`src/rtl/grahzm8_arb_pkg.sv`:
```
`default_nettype none
// ============================================================================
//  Module   : grahzm8_arb_pkg
//  Purpose  : Shared widths, owner encoding and a saturating-increment helper
//             for the Grah-8 data RAM arbiter.
//  Contents : owner_e, ADDR_W, DATA_W, BURST_W, STAT_W, sat_inc()
//  Revision : 1.0 - initial release
// ============================================================================
package grahzm8_arb_pkg;

  localparam int ADDR_W  = 8;
  localparam int DATA_W  = 8;
  localparam int BURST_W = 4;
  localparam int STAT_W  = 16;

  // Current owner of the RAM port.
  typedef enum logic [1:0] {
    IDLE    = 2'd0,
    OWN_CPU = 2'd1,
    OWN_DMA = 2'd2
  } owner_e;

  // Increment by one when en is set, sticking at all-ones.
  function automatic logic [STAT_W-1:0] sat_inc(input logic [STAT_W-1:0] v,
                                                input logic              en);
    if (en && (v != {STAT_W{1'b1}})) begin
      return v + STAT_W'(1);
    end
    return v;
  endfunction

endpackage : grahzm8_arb_pkg
`default_nettype wire

```
`src/rtl/grahzm8_arb_fsm.sv`:
```
`default_nettype none
// ============================================================================
//  Module   : grahzm8_arb_fsm
//  Purpose  : Owner state machine for the Grah-8 data RAM arbiter. Tracks the
//             current owner, the per-owner burst length and which side was
//             served last (for round-robin tie-break out of IDLE).
//  Ports    : clk, rst (async, active-low)
//             cpu_req, dma_req  - port requests
//             dma_last          - final beat of a DMA burst
//             owner             - current owner (drives the grant logic)
//  Revision : 1.0 - initial release
// ============================================================================
module grahzm8_arb_fsm
  import grahzm8_arb_pkg::*;
#(
  parameter int MAX_BURST    = 4,
  parameter int CPU_PRIORITY = 0
) (
  input  logic   clk,
  input  logic   rst,
  input  logic   cpu_req,
  input  logic   dma_req,
  input  logic   dma_last,
  output owner_e owner
);

  localparam logic [BURST_W-1:0] BURST_LAST = BURST_W'(MAX_BURST - 1);

  owner_e             owner_q, owner_d;
  logic [BURST_W-1:0] burst_cnt_q, burst_cnt_d;
  logic               rr_last_dma_q, rr_last_dma_d;  // 1: DMA was left last

  logic cpu_beat;
  logic dma_beat;
  logic burst_done;

  always_comb begin
    owner_d       = owner_q;
    burst_cnt_d   = burst_cnt_q;
    rr_last_dma_d = rr_last_dma_q;

    cpu_beat   = cpu_req & (owner_q == OWN_CPU);
    dma_beat   = dma_req & (owner_q == OWN_DMA);
    // The beat being granted now is the MAX_BURST-th of this ownership.
    burst_done = (burst_cnt_q == BURST_LAST);

    case (owner_q)
      IDLE: begin
        if (cpu_req && dma_req) begin
          // rr_last_dma_q set means DMA was served last, so CPU goes next.
          owner_d = ((CPU_PRIORITY != 0) || rr_last_dma_q) ? OWN_CPU : OWN_DMA;
        end else if (cpu_req) begin
          owner_d = OWN_CPU;
        end else if (dma_req) begin
          owner_d = OWN_DMA;
        end
      end
      OWN_CPU: begin
        if (!cpu_req) begin
          owner_d = dma_req ? OWN_DMA : IDLE;
        end else if (dma_req && burst_done) begin
          owner_d = OWN_DMA;
        end
      end
      OWN_DMA: begin
        if (!dma_req || dma_last) begin
          owner_d = cpu_req ? OWN_CPU : IDLE;
        end else if (cpu_req && burst_done) begin
          owner_d = OWN_CPU;
        end
      end
      default: owner_d = IDLE;
    endcase

    if (owner_d != owner_q) begin
      burst_cnt_d = '0;
      if (owner_q != IDLE) begin
        rr_last_dma_d = (owner_q == OWN_DMA);
      end
    end else if ((cpu_beat || dma_beat) && !burst_done) begin
      // Sticks at the cap while uncontended, so a late request from the
      // other side waits at most one more beat instead of a counter wrap.
      burst_cnt_d = burst_cnt_q + BURST_W'(1);
    end
  end

  always_ff @(posedge clk or negedge rst) begin
    if (!rst) begin
      owner_q       <= IDLE;
      burst_cnt_q   <= '0;
      rr_last_dma_q <= 1'b1;
    end else begin
      owner_q       <= owner_d;
      burst_cnt_q   <= burst_cnt_d;
      rr_last_dma_q <= rr_last_dma_d;
    end
  end

  assign owner = owner_q;

endmodule : grahzm8_arb_fsm
`default_nettype wire

```
`src/rtl/grahzm8_ram_arbiter.sv`:
```
`default_nettype none
// ============================================================================
//  Module   : grahzm8_ram_arbiter
//  Purpose  : Shares the 256x8 Grah-8 data RAM between the CPU port and a
//             loader/debug DMA port. At most one access per cycle; read data
//             is registered and flagged with a one-cycle rvalid pulse.
//  Ports    : clk, rst (async, active-low)
//             cpu_req/we/addr/wdata -> cpu_gnt, cpu_rdata, cpu_rvalid
//             dma_req/we/addr/wdata/last -> dma_gnt, dma_rdata, dma_rvalid
//             ram_load, ram_save, ram_addr, ram_wdata -> RAM; ram_rdata <- RAM
//             stat_cpu_beats, stat_dma_beats - granted-beat counters
//  Options  : GRAHZM8_ARB_STATS_EN - enables the saturating beat counters;
//             without it the stat outputs are tied to zero.
//  Revision : 1.0 - initial release
// ============================================================================
module grahzm8_ram_arbiter
  import grahzm8_arb_pkg::*;
#(
  parameter int MAX_BURST    = 4,
  parameter int CPU_PRIORITY = 0
) (
  input  logic              clk,
  input  logic              rst,
  // CPU port
  input  logic              cpu_req,
  input  logic              cpu_we,
  input  logic [ADDR_W-1:0] cpu_addr,
  input  logic [DATA_W-1:0] cpu_wdata,
  output logic              cpu_gnt,
  output logic [DATA_W-1:0] cpu_rdata,
  output logic              cpu_rvalid,
  // DMA port
  input  logic              dma_req,
  input  logic              dma_we,
  input  logic [ADDR_W-1:0] dma_addr,
  input  logic [DATA_W-1:0] dma_wdata,
  input  logic              dma_last,
  output logic              dma_gnt,
  output logic [DATA_W-1:0] dma_rdata,
  output logic              dma_rvalid,
  // RAM pins
  output logic              ram_load,
  output logic              ram_save,
  output logic [ADDR_W-1:0] ram_addr,
  output logic [DATA_W-1:0] ram_wdata,
  input  logic [DATA_W-1:0] ram_rdata,
  // Statistics
  output logic [STAT_W-1:0] stat_cpu_beats,
  output logic [STAT_W-1:0] stat_dma_beats
);

  owner_e owner;

  logic [DATA_W-1:0] cpu_rdata_q, cpu_rdata_d;
  logic              cpu_rvalid_q, cpu_rvalid_d;
  logic [DATA_W-1:0] dma_rdata_q, dma_rdata_d;
  logic              dma_rvalid_q, dma_rvalid_d;

  grahzm8_arb_fsm #(
    .MAX_BURST    (MAX_BURST),
    .CPU_PRIORITY (CPU_PRIORITY)
  ) u_fsm (
    .clk      (clk),
    .rst      (rst),
    .cpu_req  (cpu_req),
    .dma_req  (dma_req),
    .dma_last (dma_last),
    .owner    (owner)
  );

  // Grants follow the registered owner, so an async reset removes them
  // (and the RAM strobes) immediately, before any write can commit.
  always_comb begin
    cpu_gnt   = cpu_req & (owner == OWN_CPU);
    dma_gnt   = dma_req & (owner == OWN_DMA);
    ram_addr  = '0;
    ram_wdata = '0;
    if (cpu_gnt) begin
      ram_addr  = cpu_addr;
      ram_wdata = cpu_wdata;
    end else if (dma_gnt) begin
      ram_addr  = dma_addr;
      ram_wdata = dma_wdata;
    end
    ram_load = (cpu_gnt & ~cpu_we) | (dma_gnt & ~dma_we);
    ram_save = (cpu_gnt &  cpu_we) | (dma_gnt &  dma_we);
  end

  // Read capture: data holds until the next read beat of the same port.
  always_comb begin
    cpu_rvalid_d = cpu_gnt & ~cpu_we;
    dma_rvalid_d = dma_gnt & ~dma_we;
    cpu_rdata_d  = cpu_rvalid_d ? ram_rdata : cpu_rdata_q;
    dma_rdata_d  = dma_rvalid_d ? ram_rdata : dma_rdata_q;
  end

  always_ff @(posedge clk or negedge rst) begin
    if (!rst) begin
      cpu_rdata_q  <= '0;
      cpu_rvalid_q <= 1'b0;
      dma_rdata_q  <= '0;
      dma_rvalid_q <= 1'b0;
    end else begin
      cpu_rdata_q  <= cpu_rdata_d;
      cpu_rvalid_q <= cpu_rvalid_d;
      dma_rdata_q  <= dma_rdata_d;
      dma_rvalid_q <= dma_rvalid_d;
    end
  end

  assign cpu_rdata  = cpu_rdata_q;
  assign cpu_rvalid = cpu_rvalid_q;
  assign dma_rdata  = dma_rdata_q;
  assign dma_rvalid = dma_rvalid_q;

`ifdef GRAHZM8_ARB_STATS_EN
  logic [STAT_W-1:0] stat_cpu_q, stat_cpu_d;
  logic [STAT_W-1:0] stat_dma_q, stat_dma_d;

  always_comb begin
    stat_cpu_d = sat_inc(stat_cpu_q, cpu_gnt);
    stat_dma_d = sat_inc(stat_dma_q, dma_gnt);
  end

  always_ff @(posedge clk or negedge rst) begin
    if (!rst) begin
      stat_cpu_q <= '0;
      stat_dma_q <= '0;
    end else begin
      stat_cpu_q <= stat_cpu_d;
      stat_dma_q <= stat_dma_d;
    end
  end

  assign stat_cpu_beats = stat_cpu_q;
  assign stat_dma_beats = stat_dma_q;
`else
  assign stat_cpu_beats = '0;
  assign stat_dma_beats = '0;
`endif

endmodule : grahzm8_ram_arbiter
`default_nettype wire

```
`config.mk`:
```
export PLATFORM = sky130hd
export DESIGN_NAME = grahzm8_ram_arbiter
export DESIGN_NICKNAME = d
export VERILOG_FILES = /design/src/rtl/grahzm8_arb_pkg.sv /design/src/rtl/grahzm8_arb_fsm.sv /design/src/rtl/grahzm8_ram_arbiter.sv
export SDC_FILE = /design/constraint.sdc
export NUM_CORES = 1
export LEC_CHECK = 0
export ABC_CLOCK_PERIOD_IN_PS = 1750
export CAP_MARGIN = 20
export CORE_ASPECT_RATIO = 1.75
export CORE_MARGIN = 1
export CORE_UTILIZATION = 36
export CTS_BUF_LIST = sky130_fd_sc_hd__clkbuf_8
export DETAILED_ROUTE_END_ITERATION = 10
export PLACE_DENSITY = 0.83
export SYNTH_ARGS = -nofsm -noshare
export SYNTH_HDL_FRONTEND = slang
export SYNTH_SLANG_ARGS = --single-unit
```
`constraint.sdc`:
```
create_clock -name clk -period 1.75 [get_ports clk]
set_clock_uncertainty 0.1 [all_clocks]
set_input_delay 0.35 -clock clk [delete_from_list [all_inputs] [get_ports clk]]
set_output_delay 0.35 -clock clk [all_outputs]
set_load 0.02 [all_outputs]
```
==> run_results.csv <==
group,metric,value,unit
final_layout,drive_above_1_share,29.9,%
clock_tree,clock_latency,0.27,ns
yosys,synth_area_leaders,"dfrtp_1 37%, buf_4 16%, a22o_1 9.2%",
floorplan,initial_core_util,37.2,%
final_layout,syn2layout_area_growth,58.3,%
floorplan,core-area,4360,sq um
worst_setup_path,arrival,1.42,ns
yosys,synth_seq_cells,25,
sta,fmax,534,MHz
sta,slew_viol_final,0,
placed_design,place_congestion,0.918,
worst_setup_path,r2r_start,"u_fsm.burst_cnt_q[0]",
worst_setup_path,endpoint_kind,"primary output",
power,ir_drop,0.961,mV
global_routing,grt_pass1_vias,1303,
worst_setup_path,startpoint,"u_fsm.owner[1]",
run,max-cap-violations,0,
floorplan,dieArea,4790,sq um
hold_path,hold_class,"in2async",
final_layout,regArea,627,sq um
floorplan,dieHeight,90.8,um
clock_tree,cts_tree,"built",
route,vias_per_cell,4.64,
route,drt-wirelength-per-cell,13.9,um
yosys,synthFlopType,"dfrtp_1",
route,ant_nets,0,
floorplan,die_w,52.7,um
yosys,avgSynthCellArea,11.5,sq um
final_layout,diodes,0,
power,power.total,2.83,mW
worst_setup_path,cp-start-kind,"flop",
floorplan,ios,117,
yosys,ys_seq_area_share,38.7,%
sta,hold_slack,0.223,ns
placed_design,port_buffers,84,
worst_setup_path,path_max_fanout,14,
power,power_density,1100,nW/um^2
clock_tree,cts_made_buffers,3,
power,leakagePower,1.20,nW
sta,final_hold_viol_count,0,
global_routing,grt.total_usage,17.3,%
global_routing,antenna_found_initial,0,
global_routing,grt_pass1_wl,6200,um
clock_tree,clockRootBuffer,"clkbuf_8",
clock_tree,h-tree-depth,1,
status,violations,"negative setup slack",
sta,min_period_over_period,107,%
sta,grt_setup_unrepaired,"yes",
yosys,yosys.area.top_type,"dfrtp_1",
route,drc_errors,0,
yosys,synth.distinct_cells,39,
sta,setup_ws,-0.122,ns
sta,setup_violations,19,
clock_tree,cts_buffer_depth,2,
floorplan,rows,32,
global_routing,grt_max_degree,16,
clock_tree,path_clk_slew,0.09,ns
final_layout,multi_input_area,826,sq um
route,vias,1355,
yosys,synth_edf_count,0,
yosys,yosys_warnings,0,
sta,fin_crit,1.87,ns
worst_setup_path,required,1.30,ns
route,drt_wl_total,4050,um
route,drt_iter0_markers,17,
final_layout,final_nets,290,
worst_setup_path,crit_type,"reg2out",
placed_design,place_ws,-0.677,ns
placed_design,hpwlAfterDp,3260,um
status,run_status,"finished, violations left",
global_routing,global_route.overflow_total,0,
clock_tree,hold_buffers,0,
yosys,synth_top_area_share,37.0,%
yosys,syn_inst,141,
clock_tree,cts_sinks,25,
yosys,synthArstFlopShare,100,%
final_layout,fillers,376,
yosys,syn-cell-area,1620,sq um
route,firstDrtPassIters,4,
==> worst max-delay path: stages (launching register included) <==
cell     delay (ns)
dfrtp_1        0.40
and3b_2        0.24
buf_12         0.15
a22o_1         0.22
buf_2          0.15
==> synth_stat cells, types with 2 or more instances <==
master	count
a211oi_1	2
mux2_2	8
nand2_1	3
buf_6	3
mux2_4	8
buf_4	35
dfrtp_1	24
a21oi_1	2
mux2i_1	2
inv_1	2
and3b_1	2
a22o_1	17
nor2_1	7
==> routing by layer <==
metal / vias to the layer above / routed length, um / track usage, %
met5: - / 0 / 0
met4: 0 / 23 / 5.70
met3: 2 / 508 / 5.05
met2: 90 / 2210 / 33.0
met1: 623 / 1310 / 16.4
li1: 640 / - / -
==> per-stage QoR <==
stage                     setup TNS, ns  instances  util (%)  instance area [sq um]
after global routing              -3.19        292      58.8                   2570
after CTS                         -2.36        292      58.1                   2530
after floorplan                  -0.319        172         -                   1740
after global placement           -16.71        287      57.1                   2490
after detailed placement         -17.43        287      57.1                   2490
final                             -1.93        292      58.8                   2570
==> final timing paths <==
check	end	slack, ns	cells past startpoint
worst max-delay path	ram_wdata[5]	-0.12	4
worst min-delay path	cpu_rvalid	0.22	1
worst max register to register	u_fsm.burst_cnt_q[1]	0.15	5
worst min register to register	dma_rdata[4]	0.42	1
max in group asynchronous	cpu_rdata[6]	0.85	2
min in group clk	dma_rdata[4]	0.42	1
==> sequential cells by signal (all words and copies together) (netlist names) <==
name / flops
cpu_rvalid: 1
dma_rdata: 8
dma_rvalid: 1
u_fsm.rr_last_dma_q: 1
u_fsm.owner: 2
u_fsm.burst_cnt_q: 4
cpu_rdata: 8
==> cells by family after synthesis <==
group | count (synthesis) | synth area share (%)
adders and majority gates | 1 | 0.771
and+or+nand+nor | 21 | 9.11
muxes | 18 | 14.2
AOI/OAI and AO/OA | 32 | 17.0
other | 1 | 0.231
DFF | 25 | 38.7
xor gates and xnor gates | 2 | 1.08
buffers and inverters | 41 | 19.0
==> layout make-up <==
type | count | share of cell area, %
Clock inverter | 1 | 0.293
Multi-Input combinational cell | 106 | 32.2
Tap cell | 51 | 2.49
Sequential cell | 25 | 24.4
Clock buffer | 3 | 1.61
Timing Repair Buffer | 103 | 38.6
Inverter | 3 | 0.439
==> report_power, final <==
group / internal (mW) / leakage (nW) / switching, mW / total [mW]
sequential: 0.800 / 0.309 / 0.137 / 0.936
clock: 0.161 / 0.0217 / 0.182 / 0.343
combinational: 0.845 / 0.869 / 0.703 / 1.55
total: 1.81 / 1.20 / 1.02 / 2.83
==> cells in the final DEF (no fill, tap or decap), types with 3 or more instances in the layout <==
cell / n
conb_1: 32
nor2_1: 7
a22o_1: 16
clkbuf_8: 3
nand2_1: 3
mux2_4: 8
dlygate4sd2_1: 3
buf_6: 16
clkdlybuf4s50_1: 62
mux2_2: 8
dfrtp_1: 24
buf_2: 6
buf_4: 15
==> timing repair <==
item | in CTS | in global routing
setup endpoints to repair | 20 | 25
pin swaps | 11 | 0
resized for setup | 106 | 9
buffers inserted | 1 | 0
(Power assumes the default switching activity.)
